**src/rtl/ascon_ctrl_fsm.sv**
```systemverilog
// Control sequencer for the Ascon-128 permutation datapath: walks init, AD, PT and
// finalisation, issuing one permutation round per cycle with en_reg_state_o high.
module ascon_ctrl_fsm (
    input  logic       clock_i,
    input  logic       resetb_i,
    input  logic       start_i,
    input  logic       data_valid_i,
    input  logic       data_last_i,
    output logic       data_ready_o,
    output logic [3:0] round_o,
    output logic       data_sel_o,
    output logic       en_xor_data_o,
    output logic       en_xor_key_o,
    output logic       en_xor_key_end_o,
    output logic       en_xor_lsb_o,
    output logic       en_reg_state_o,
    output logic       cipher_valid_o,
    output logic       end_o
);

    typedef enum logic [2:0] {
        IDLE    = 3'd0,
        INIT    = 3'd1,
        WAIT_AD = 3'd2,
        AD      = 3'd3,
        WAIT_PT = 3'd4,
        PT      = 3'd5,
        FINAL   = 3'd6,
        DONE    = 3'd7
    } state_t;

    localparam logic [3:0] RND_LAST  = 4'd11;
    localparam logic [3:0] RND_PB    = 4'd6;
    localparam logic [3:0] RND_PB_NX = 4'd7;

    state_t     state_q, state_d;
    logic [3:0] rnd_q, rnd_d;
    logic       last_q, last_d;

    // Round 11 is terminal; the counter saturates rather than wrapping.
    function automatic logic [3:0] next_round(input logic [3:0] r);
        logic [3:0] n;
        if (r == RND_LAST) begin
            n = RND_LAST;
        end else begin
            n = r + 4'd1;
        end
        return n;
    endfunction

    // State, round counter and last-block flag registers.
    always_ff @(posedge clock_i or negedge resetb_i) begin
        if (!resetb_i) begin
            state_q <= IDLE;
            rnd_q   <= 4'd0;
            last_q  <= 1'b0;
        end else begin
            state_q <= state_d;
            rnd_q   <= rnd_d;
            last_q  <= last_d;
        end
    end

    // Next-state and control outputs; WAIT-state outputs follow data_valid_i directly.
    always_comb begin
        state_d          = state_q;
        rnd_d            = rnd_q;
        last_d           = last_q;
        data_ready_o     = 1'b0;
        round_o          = 4'd0;
        data_sel_o       = 1'b0;
        en_xor_data_o    = 1'b0;
        en_xor_key_o     = 1'b0;
        en_xor_key_end_o = 1'b0;
        en_xor_lsb_o     = 1'b0;
        en_reg_state_o   = 1'b0;
        cipher_valid_o   = 1'b0;
        end_o            = 1'b0;

        case (state_q)
            IDLE: begin
                if (start_i) begin
                    en_reg_state_o = 1'b1;
                    round_o        = 4'd0;
                    rnd_d          = 4'd1;
                    state_d        = INIT;
                end else begin
                    state_d = IDLE;
                end
            end

            INIT, FINAL: begin
                en_reg_state_o = 1'b1;
                data_sel_o     = 1'b1;
                round_o        = rnd_q;
                rnd_d          = next_round(rnd_q);
                if (rnd_q == RND_LAST) begin
                    en_xor_key_end_o = 1'b1;
                    state_d          = (state_q == INIT) ? WAIT_AD : DONE;
                end else begin
                    state_d = state_q;
                end
            end

            WAIT_AD: begin
                data_ready_o = 1'b1;
                round_o      = RND_PB;
                if (data_valid_i) begin
                    en_reg_state_o = 1'b1;
                    en_xor_data_o  = 1'b1;
                    data_sel_o     = 1'b1;
                    last_d         = data_last_i;
                    rnd_d          = RND_PB_NX;
                    state_d        = AD;
                end else begin
                    state_d = WAIT_AD;
                end
            end

            AD, PT: begin
                en_reg_state_o = 1'b1;
                data_sel_o     = 1'b1;
                round_o        = rnd_q;
                rnd_d          = next_round(rnd_q);
                if (rnd_q == RND_LAST) begin
                    if (state_q == AD) begin
                        en_xor_lsb_o = last_q;
                        state_d      = last_q ? WAIT_PT : WAIT_AD;
                    end else begin
                        state_d = WAIT_PT;
                    end
                end else begin
                    state_d = state_q;
                end
            end

            WAIT_PT: begin
                data_ready_o = 1'b1;
                // The last plaintext block starts finalisation as a full 12-round p^a.
                if (data_last_i) begin
                    round_o = 4'd0;
                end else begin
                    round_o = RND_PB;
                end
                if (data_valid_i) begin
                    en_reg_state_o = 1'b1;
                    en_xor_data_o  = 1'b1;
                    cipher_valid_o = 1'b1;
                    data_sel_o     = 1'b1;
                    en_xor_key_o   = data_last_i;
                    last_d         = data_last_i;
                    rnd_d          = data_last_i ? 4'd1 : RND_PB_NX;
                    state_d        = data_last_i ? FINAL : PT;
                end else begin
                    state_d = WAIT_PT;
                end
            end

            DONE: begin
                end_o   = 1'b1;
                state_d = IDLE;
            end

            default: begin
                state_d = IDLE;
                rnd_d   = 4'd0;
                last_d  = 1'b0;
            end
        endcase
    end

endmodule

```
**config.mk**
```make
export PLATFORM = sky130hd
export DESIGN_NAME = ascon_ctrl_fsm
export DESIGN_NICKNAME = d
export VERILOG_FILES = /design/src/rtl/ascon_ctrl_fsm.sv
export SDC_FILE = /design/constraint.sdc
export NUM_CORES = 1
export LEC_CHECK = 0
export ABC_AREA = 1
export BUFFER_PORTS_ARGS = -buffer_cell sky130_fd_sc_hd__buf_4
export CAP_MARGIN = 25
export CORE_AREA = 4 4 41 43
export CTS_CLUSTER_DIAMETER = 40
export DETAILED_ROUTE_END_ITERATION = 16
export DIE_AREA = 0 0 45 47
export PLACE_DENSITY = 0.77
export SLEW_MARGIN = 20
export SYNTH_ARGS = -nofsm -noshare
export SYNTH_HDL_FRONTEND = slang
export SYNTH_SLANG_ARGS = --single-unit
```
**constraint.sdc**
```tcl
create_clock -name clock_i -period 2.5 [get_ports clock_i]
set_input_delay 0.375 -clock clock_i [delete_from_list [all_inputs] [get_ports clock_i]]
set_output_delay 0.375 -clock clock_i [all_outputs]
set_load 0.02 [all_outputs]
```
==> out/qor.yml <==
logic_synthesis:
  yosysWarnings: 0
  synth.avg_cell_area_um2: 6.575
  syn_area_um2: 670.6
  yosysMostFrequentCell: "nand2_1"
  syn_inst: 102
  synth_edf_count: 0
  ys_seq_area_share_pct: 29.85
  synth.ff_latch_count: 8
  synth.area.top_cells: "dfrtp_1 (30%), nand2_1 (18%), inv_1 (10%)"
  syn-num-nets: 108
  yosys.cell_types.count: 20
  synth_area_leader_cell: "dfrtp_1"
  synth_common_cells: "nand2_1 (32), inv_1 (18), nand2_2 (9)"
  ys.flop_type: "dfrtp_1"
  async_flop_share_pct: 100.0
  synth_top_cell_area_share_pct: 29.85
grt:
  grt-ovfl-total: 0
  grt_pass1_wl_um: 2277
  grt_pass1_vias: 564
  grt_max_degree: 12
  grt_antenna_before_repair: 0
  grt_use_total_pct: 15.08
drt:
  ant_nets: 0
  drc_errors: 0
  wl_per_cell_um: 9.757
  drt-total-wl_um: 1327
  vias: 662
  drt_iter0_drc: 6
  viasPerCell: 4.868
  drt_first_pass_iters: 4
status:
  outcome: "complete, no violations"
floorplan:
  die_x_um: 45
  rows: 13
  core_area_um2: 1301
  start_util_pct: 51.54
  io_pins: 18
  dieArea_um2: 2115
  dieHeight_um: 47
sta:
  setup_viol: 0
  fin_hold_ws_ns: 0.4572
  final.setup.tns_ns: 0
  report.final.slew_viol_count: 0
  slew-limit-headroom_pct: 76.98
  fin_crit_sh_pct: 81.50
  rsz0062_at_grt: "no"
  fin_skew_ns: 0.0007393
  worstMarginPinSlew_ns: 0.3453
  hold_viol: 0
  period_minus_slack_ns: 2.037
  fmax_mhz: 490.8
setup_path:
  cp_max_fo: 11
  critical_path_class: "flop to output port"
  r2r_slack_ns: 1.02
  critPathRequiredTime_ns: 2.12
  arrival_ns: 1.66
  critPathCaptureType: "output port"
  timing.critical_path.mode_cell: "nand2_2"
  max_stage_delay_ns: 0.49
  cp_slowest_cell: "dfrtp_1"
  cp_num_cells: 7
  path_buf_inv: 3
  reg2reg_depth: 8
  critical_path.top_delay_family: "flip-flops"
  startpoint_type: "flop"
  crit_chain: "nand2_2 -> clkinv_1 -> nand2_2 -> nand3_2 -> inv_1 -> o21ai_1 -> buf_4"
place:
  port_buffers: 17
  dp_hpwl_um: 1141
  place.gp.congestion: 0.8046
power_and_ir_drop:
  power.density_nw_per_um2: 1131
  leakagePower_uw: 0.0004961
  ir_drop_v: 0.0006615
layout:
  num_antenna_cells: 0
  area_growth_pct: 23.88
  drive_above_1_share_pct: 30.58
  final_nets: 129
clocking:
  clkLatencyLatePin_ns: 0.24
  numCtsBuffers: 3
  root_buffer: "clkbuf_4"
  postCtsSetupBuffers: 0
  cts_tree: "done"
  h-tree-depth: 1
  cts_buffer_depth: 2
  clkSlewWorstSetupHoldPaths_ns: 0.05
  cts_sinks: 8
worst_hold_path:
  whs_path_depth: 3
  hold_path.class: "primary input to flop"
flow_run:
  maxCapViolCount: 0
-- path summary, 6_finish.rpt --
kind                        startpoint          to
min                        data_last_i      last_q
max in group asynchronous     resetb_i  state_q[2]
min in group asynchronous     resetb_i    rnd_q[3]
max reg2reg                 state_q[1]    rnd_q[2]
max                         state_q[1]  round_o[2]
min reg2reg                   rnd_q[2]    rnd_q[2]
-- cells by family (layout without fill, tap and decap cells) --
family                   after synthesis  in the layout  share of synthesized area [%]
adder cells (fa/ha/maj)                1              1                          1.865
AND/OR/NAND/NOR                       64             64                          48.51
AO/OA/AOI/OAI                          5              5                          3.917
XOR/XNOR                               1              1                          1.306
buffers and inverters                 23             42                          14.55
flip-flops                             8              8                          29.85
-- routing by layer --
metal,GRT usage (%),vias to the layer above,routed length [um]
met1,20.84,296,670
li1,-,355,-
met3,2.299,0,42
met5,0,-,0
met2,22.32,11,614
met4,8.772,0,0
-- worst register-to-register path: stages (launching register included) --
cell	delay, ns
dfrtp_1	0.49
nand2_2	0.12
clkinv_1	0.11
nand2_2	0.07
nand3_2	0.20
inv_1	0.19
nand2_4	0.06
nand2_1	0.06
nand2_1	0.05
-- cell usage in the layout (no fill, tap or decap), drive strengths merged --
cell / count
ha: 1
nand2: 42
nor2: 5
dlygate4sd3: 1
clkinv: 1
inv: 20
xor2: 1
clkbuf: 3
dfrtp: 8
o21ai: 3
buf: 17
o22ai: 1
a21oi: 1
nand4: 5
nand3: 12
-- power by group --
part	switching (uW)	internal, uW
logic	382	227
clock network	34.5	54.3
registers	68.0	173
-- registers in the layout, summed over array words and instances (netlist names) --
register / count
last_q: 1
rnd_q: 4
state_q: 3
-- per-stage QoR --
step	power (uW)	std cells	setup slack, ns	util, %	cell area (um^2)
after CTS	950.3	136	0.4511	63.85	830.8
after floorplan	703.6	102	0.9043	-	670.6
final	939.3	136	0.4625	63.85	830.8
after detailed placement	854.6	132	0.7205	61.35	798.3
after global routing	1043	136	0.3160	63.85	830.8
after global placement	848.4	132	0.7613	61.35	798.3
-- final cells by class --
type,instances,area [um^2]
flip-flops and latches,8,200.2
multi-input cells,71,372.9
inverters,21,78.83
clock buffers,3,22.52
well taps,15,18.77
fillers,125,470.5
repair buffers,18,137.6
-- timing repair --
item	in CTS	in global routing
hold buffers	1	0
hold endpoints to repair	8	0
resized for setup	0	0
Power figures use the tool's default switching activity.
